===== config.mk =====
export PLATFORM = sky130hd
export DESIGN_NAME = is_queue
export DESIGN_NICKNAME = d
export VERILOG_FILES = /design/src/rtl/is_queue.sv
export SDC_FILE = /design/constraint.sdc
export NUM_CORES = 2
export LEC_CHECK = 0
export ABC_AREA = 1
export BUFFER_PORTS_ARGS = -buffer_cell sky130_fd_sc_hd__clkbuf_2
export CORE_MARGIN = 3
export CORE_UTILIZATION = 40
export CTS_CLUSTER_SIZE = 10
export DETAILED_ROUTE_END_ITERATION = 8
export GPL_TIMING_DRIVEN = 1
export PLACE_DENSITY = 0.55
export SETUP_SLACK_MARGIN = 0.02
export SYNTH_ARGS = -nofsm -noshare
export SYNTH_HDL_FRONTEND = slang
export SYNTH_SLANG_ARGS = --single-unit

===== constraint.sdc =====
create_clock -name clk -period 15.1 [get_ports clk]
set_clock_uncertainty 0.2 [all_clocks]
set_input_delay 3.02 -clock clk [delete_from_list [all_inputs] [get_ports clk]]
set_output_delay 3.02 -clock clk [all_outputs]
set_load 0.01 [all_outputs]

===== src/rtl/is_queue.sv =====
// In-order dual-issue queue: a circular buffer of renamed instructions, issued two at
// a time once their physical sources are marked ready in a 64-entry scoreboard.

module is_queue_lane (
  input  logic [63:0] sb,
  input  logic        wb1_valid,
  input  logic [5:0]  wb1_phydst,
  input  logic        wb2_valid,
  input  logic [5:0]  wb2_phydst,
  input  logic [5:0]  rsrc1,
  input  logic [5:0]  rsrc2,
  output logic        rdy
);
  logic r1, r2;

  // A same-cycle writeback counts as ready so the consumer issues without a bubble.
  assign r1 = (rsrc1 == 6'd0) | sb[rsrc1]
            | (wb1_valid & (wb1_phydst == rsrc1)) | (wb2_valid & (wb2_phydst == rsrc1));
  assign r2 = (rsrc2 == 6'd0) | sb[rsrc2]
            | (wb1_valid & (wb1_phydst == rsrc2)) | (wb2_valid & (wb2_phydst == rsrc2));
  assign rdy = r1 & r2;
endmodule

module is_queue #(
  parameter int DEPTH = 8
) (
  input  logic        clk,
  input  logic        rst,
  input  logic        flush,
  output logic        stall,
  input  logic        in1_valid,
  input  logic [8:0]  in1_aluop,
  input  logic [4:0]  in1_rdst,
  input  logic [5:0]  in1_rsrc1,
  input  logic [5:0]  in1_rsrc2,
  input  logic [5:0]  in1_phydst,
  input  logic [31:0] in1_imm,
  input  logic [31:0] in1_pc,
  input  logic        in2_valid,
  input  logic [8:0]  in2_aluop,
  input  logic [4:0]  in2_rdst,
  input  logic [5:0]  in2_rsrc1,
  input  logic [5:0]  in2_rsrc2,
  input  logic [5:0]  in2_phydst,
  input  logic [31:0] in2_imm,
  input  logic [31:0] in2_pc,
  input  logic        wb1_valid,
  input  logic [5:0]  wb1_phydst,
  input  logic        wb2_valid,
  input  logic [5:0]  wb2_phydst,
  input  logic        fu_ready,
  output logic        iss1_valid,
  output logic [8:0]  iss1_aluop,
  output logic [4:0]  iss1_rdst,
  output logic [5:0]  iss1_rsrc1,
  output logic [5:0]  iss1_rsrc2,
  output logic [5:0]  iss1_phydst,
  output logic [31:0] iss1_imm,
  output logic [31:0] iss1_pc,
  output logic        iss2_valid,
  output logic [8:0]  iss2_aluop,
  output logic [4:0]  iss2_rdst,
  output logic [5:0]  iss2_rsrc1,
  output logic [5:0]  iss2_rsrc2,
  output logic [5:0]  iss2_phydst,
  output logic [31:0] iss2_imm,
  output logic [31:0] iss2_pc
);
  localparam int NUM_LANES = 2;
  localparam int PW = $clog2(DEPTH);
  localparam logic [PW:0] STALL_TH = (PW+1)'(DEPTH - 2);
  localparam logic [PW:0] TWO      = (PW+1)'(2);

  typedef struct packed {
    logic [8:0]  aluop;
    logic [4:0]  rdst;
    logic [5:0]  rsrc1;
    logic [5:0]  rsrc2;
    logic [5:0]  phydst;
    logic [31:0] imm;
    logic [31:0] pc;
  } entry_t;

  entry_t                        mem [DEPTH];
  entry_t [NUM_LANES-1:0]        in_e, cand, iss_e;
  logic   [NUM_LANES-1:0]        lane_rdy, iss_go, iss_v;
  logic   [PW-1:0]               head, tail, head_p1, tail_p1;
  logic   [PW:0]                 count;
  logic   [63:0]                 sb, sb_nxt;
  logic   [1:0]                  n_enq, n_deq;
  logic                          enq_go, hazard;

  assign in_e[0] = '{aluop: in1_aluop, rdst: in1_rdst, rsrc1: in1_rsrc1, rsrc2: in1_rsrc2,
                     phydst: in1_phydst, imm: in1_imm, pc: in1_pc};
  assign in_e[1] = '{aluop: in2_aluop, rdst: in2_rdst, rsrc1: in2_rsrc1, rsrc2: in2_rsrc2,
                     phydst: in2_phydst, imm: in2_imm, pc: in2_pc};

  assign head_p1 = head + PW'(1);
  assign tail_p1 = tail + PW'(1);
  assign cand[0] = mem[head];
  assign cand[1] = mem[head_p1];

  // Two free slots are required because upstream may always present a full pair.
  assign stall  = count > STALL_TH;
  assign enq_go = !stall && !flush;
  assign n_enq  = enq_go ? ({1'b0, in1_valid} + {1'b0, in2_valid}) : 2'd0;

  for (genvar l = 0; l < NUM_LANES; l++) begin : g_lane
    is_queue_lane u_lane (
      .sb(sb), .wb1_valid(wb1_valid), .wb1_phydst(wb1_phydst),
      .wb2_valid(wb2_valid), .wb2_phydst(wb2_phydst),
      .rsrc1(cand[l].rsrc1), .rsrc2(cand[l].rsrc2), .rdy(lane_rdy[l])
    );
  end

  // The younger slot cannot consume the older slot's result in the same issue group.
  assign hazard = (cand[0].phydst != 6'd0) &&
                  ((cand[1].rsrc1 == cand[0].phydst) || (cand[1].rsrc2 == cand[0].phydst));
  assign iss_go[0] = fu_ready && (count != '0) && lane_rdy[0];
  assign iss_go[1] = iss_go[0] && (count >= TWO) && lane_rdy[1] && !hazard;
  assign n_deq     = {1'b0, iss_go[0]} + {1'b0, iss_go[1]};

  // Enqueue clears are applied after writeback sets so they win on a collision.
  always_comb begin
    sb_nxt = sb;
    if (wb1_valid) sb_nxt[wb1_phydst] = 1'b1;
    if (wb2_valid) sb_nxt[wb2_phydst] = 1'b1;
    if (enq_go && in1_valid && in1_phydst != 6'd0) sb_nxt[in1_phydst] = 1'b0;
    if (enq_go && in2_valid && in2_phydst != 6'd0) sb_nxt[in2_phydst] = 1'b0;
  end

  always_ff @(posedge clk) begin
    if (!rst && enq_go) begin
      if (in1_valid) mem[tail] <= in_e[0];
      if (in2_valid) mem[in1_valid ? tail_p1 : tail] <= in_e[1];
    end
  end

  always_ff @(posedge clk) begin
    if (rst) begin
      head  <= '0;
      tail  <= '0;
      count <= '0;
      sb    <= '1;
      iss_v <= '0;
      iss_e <= '0;
    end else if (flush) begin
      head  <= '0;
      tail  <= '0;
      count <= '0;
      sb    <= '1;
      iss_v <= '0;
    end else begin
      head  <= head + PW'(n_deq);
      tail  <= tail + PW'(n_enq);
      count <= count + (PW+1)'(n_enq) - (PW+1)'(n_deq);
      sb    <= sb_nxt;
      if (fu_ready) begin
        iss_v <= iss_go;
        iss_e <= cand;
      end
    end
  end

  assign iss1_valid  = iss_v[0];
  assign iss1_aluop  = iss_e[0].aluop;
  assign iss1_rdst   = iss_e[0].rdst;
  assign iss1_rsrc1  = iss_e[0].rsrc1;
  assign iss1_rsrc2  = iss_e[0].rsrc2;
  assign iss1_phydst = iss_e[0].phydst;
  assign iss1_imm    = iss_e[0].imm;
  assign iss1_pc     = iss_e[0].pc;
  assign iss2_valid  = iss_v[1];
  assign iss2_aluop  = iss_e[1].aluop;
  assign iss2_rdst   = iss_e[1].rdst;
  assign iss2_rsrc1  = iss_e[1].rsrc1;
  assign iss2_rsrc2  = iss_e[1].rsrc2;
  assign iss2_phydst = iss_e[1].phydst;
  assign iss2_imm    = iss_e[1].imm;
  assign iss2_pc     = iss_e[1].pc;
endmodule


==> results_dict.tcl <==
set metrics [dict create \
    worst_path_most_repeated_cell "nand3_1" \
    die-height_um 389 \
    worstHoldStart "iss_v[0]$_SDFFE_PP0P_" \
    ys_seq_area_frac 0.484 \
    finalSetupTns_ns 0 \
    hold_class "reg -> reg" \
    drt_wl_total_um 223000 \
    synthXorXnorAreaFrac 0.00189 \
    synth_compound_area_frac 0.252 \
    post-route-period-util 0.485 \
    rr_startpoint "head[0]$_SDFF_PP0_" \
    drv_slew 0 \
    drcViolationCount 0 \
    synth_top_area_frac 0.392 \
    synth.avg_cell_area_um2 7.77 \
    cap_violations 0 \
    slowest_stage "buf_4" \
    ctsResizeCount 0 \
    htree_num_levels 3 \
    hold_end "iss_v[0]$_SDFFE_PP0P_" \
    hold_viol 0 \
    grt_usage 0.283 \
    cts.sinks 1036 \
    critical_path_required_ns 15.55 \
    fillers 14500 \
    grt_pass1_wl_um 327000 \
    ys_seq_elements 1036 \
    nNetsFinal 7694 \
    worst_setup_path_end_kind "register" \
    crit_path_cell_trace "buf_4 -> buf_4 -> nand2_1 -> nand3_1 -> nand3_2 -> nand2_2 -> inv_1 -> nand2_1 -> nand3_1 -> nand3_1 -> nand3_1 -> nand3_1 -> nand3_1 -> nand2_1 -> nand3_1 -> nor2_2 -> ha_1 -> fa_1 -> inv_1 -> ha_1 -> a21o_1 -> a21oi_1 -> o21ai_0 -> a21oi_1" \
    synth_warnings 0 \
    setup_violations 0 \
    root_buffer "clkbuf_16" \
    max_freq_mhz 137 \
    max_slew_margin 0.171 \
    first_global_vias 50800 \
    via_per_inst 5.82 \
    r2r_cells 24 \
    r2r_slack_ns 7.78 \
    synth_area_leaders "edfxtp_1 (39%), o21ai_0 (16%), dfxtp_1 (9.1%), nand2_1 (9.1%), a21oi_1 (4.3%)" \
    cp.arrival_ns 7.76 \
    rsz0062_at_grt "false" \
    cts_made_buffers 120 \
    clk_latency_ns 0.75 \
    worst_pin_slew_ns 1.23 \
    clk_pin_slew_worst_paths_ns 0.06 \
    grt_max_degree 295 \
    netlist_area_mm2 0.0588 \
    rows 140 \
    die_x_um 389 \
    vias 55200 \
    ios 407 \
    synthCells 7562 \
    p_per_area_mw_per_mm2 103 \
    start_util 0.403 \
    ys_types 42 \
    gp_congestion 0.981 \
    dp.cells 9261 \
    die_area_mm2 0.152 \
    synth_simple_gate_area_frac 0.173 \
    dp_hpwl_um 131000 \
    io_buffers 406 \
    grt_overflow 0 \
    crit_fanout 101 \
    post-cts-setup-buffers 0 \
    period_needed_ns 7.32 \
    ctsHoldBuffers 0 \
    max-vdd-ir-drop_v 0.000101 \
    synth_mux_area_frac 0 \
    path_class "reg -> reg" \
    dr.first_iter.drc_count 6267 \
    fin_cells 9497 \
    drt_pre_antenna_iters 9 \
    cts_buffer_depth 3 \
    status "completed" \
    start_kind "register" \
    worstReg2RegEnd "count[3]$_SDFF_PP0_" \
    synth_adder_area_share 0.00392 \
    synth_top_family_by_area "compound AO/OA/AOI/OAI gates" \
    core_area_mm2 0.146 \
    cts_tree "done" \
    area_growth_pct 10.1 \
    ant_nets 0 \
    yosysTopAreaCell "edfxtp_1" \
    wl_per_cell_um 23.4 \
    synth_nets 7790 \
    whs_path_depth 2 \
    antenna_found_initial 22 \
    leakage_nw 26.6 \
    drive_gt1_frac 0.0918 \
    slowest_delay_ns 0.85 \
]
-- synth_stat cells (all sizes together) --
master	n
inv	533
nand4	16
nor2	570
nand3	448
o31ai	1
nand2	1437
o211ai	63
o22ai	191
dfxtp	268
edfxtp	768
nor4	1
nor3	26
o41ai	1
a32oi	1
nand3b	2
ha	12
a21oi	503
o221ai	125
clkbuf	532
clkinv	3
a31oi	1
buf	157
fa	4
o21ai	1887
xnor2	4
xor2	7
a21o	1
-- cells by family after synthesis --
logic type      after synthesis
buf+inv                    1225
flops                      1036
compound gates             2774
xor+xnor                     11
fa+ha+maj                    16
simple gates               2500
-- registers in the layout, indices dropped and copies added, names as in the netlist, 9 cells and up --
name and cells:
iss1_aluop 9, iss1_imm 32, iss1_pc 32, iss2_aluop 9, iss2_imm 32, iss2_pc 32, mem 768, sb 64
-- how the worst max path moves through the flow --
stage,endpoint,cells after the start,from
floorplan,mem[6][0]$_DFFE_PP_,3,flush
global placement,mem[4][34]$_DFFE_PP_,8,rst
detailed placement,mem[4][34]$_DFFE_PP_,8,rst
CTS,count[3]$_SDFF_PP0_,24,head[0]$_SDFF_PP0_
global route,count[3]$_SDFF_PP0_,24,head[0]$_SDFF_PP0_
finish,count[3]$_SDFF_PP0_,24,head[0]$_SDFF_PP0_
-- power by group --
part	switching, W	internal [W]
registers	0.0000318	0.00313
logic	0.000515	0.000206
clock network	0.00121	0.00157
total	0.00176	0.00490
-- worst max-delay path, delay by kind of cell (launching register included) --
kind                       cells  cell delay (ns)
and+or+nand+nor               13             2.55
buffers and inverters          4             2.13
adders and majority gates      3             0.87
DFF                            1             0.74
AOI/OAI and AO/OA              4             0.58
-- cells in the final DEF (no fill, tap or decap), drive strengths merged --
cell type and instances:
edfxtp 768, o221ai 125, nor2 570, fa 4, a21o 1, o21ai 1887, o31ai 1, clkbuf 620
xnor2 4, nand4 16, nand3 448, nor4 1, nor3 26, nand3b 2, nand2 1437, o41ai 1
dfxtp 268, a32oi 1, clkinv 13, a21oi 503, o22ai 191, a31oi 1, xor2 7, ha 12
inv 535, diode 10, buf 65, o211ai 63
-- cell type report --
class	instances	area [µm²]	area share
clock inverter	12	146	0.00226
timing repair buffer	471	2660	0.0411
tap	1917	2400	0.0371
antenna	10	25.0	0.000387
clock buffer	214	3530	0.0545
inverter	536	2060	0.0318
sequential	1036	28400	0.440
multi-input combinational	5301	25400	0.393
-- per-stage QoR --
| stage | util | cell area (µm²) | hold slack (ns) | setup slack (ns) | total power (W) |
|---|---|---|---|---|---|
| 2_1_floorplan | - | 58800 | 0.277 | 1.08 | 0.00368 |
| 3_3_place_gp | 0.418 | 61000 | 0.286 | 7.97 | 0.00392 |
| 3_5_place_dp | 0.418 | 61000 | 0.277 | 7.92 | 0.00393 |
| 4_1_cts | 0.444 | 64700 | 0.286 | 7.94 | 0.00671 |
| 5_1_grt | 0.444 | 64700 | 0.326 | 7.24 | 0.00691 |
| 6_report | 0.444 | 64700 | 0.280 | 7.78 | 0.00666 |
-- routing by layer --
layer | up-vias | track usage | routed length (µm)
met2 | 2628 | 0.441 | 98600
met5 | - | 0 | 182
met1 | 26000 | 0.393 | 96300
li1 | 26100 | - | -
met3 | 485 | 0.0497 | 19800
met4 | 22 | 0.102 | 7720
(Power assumes the default switching activity.)
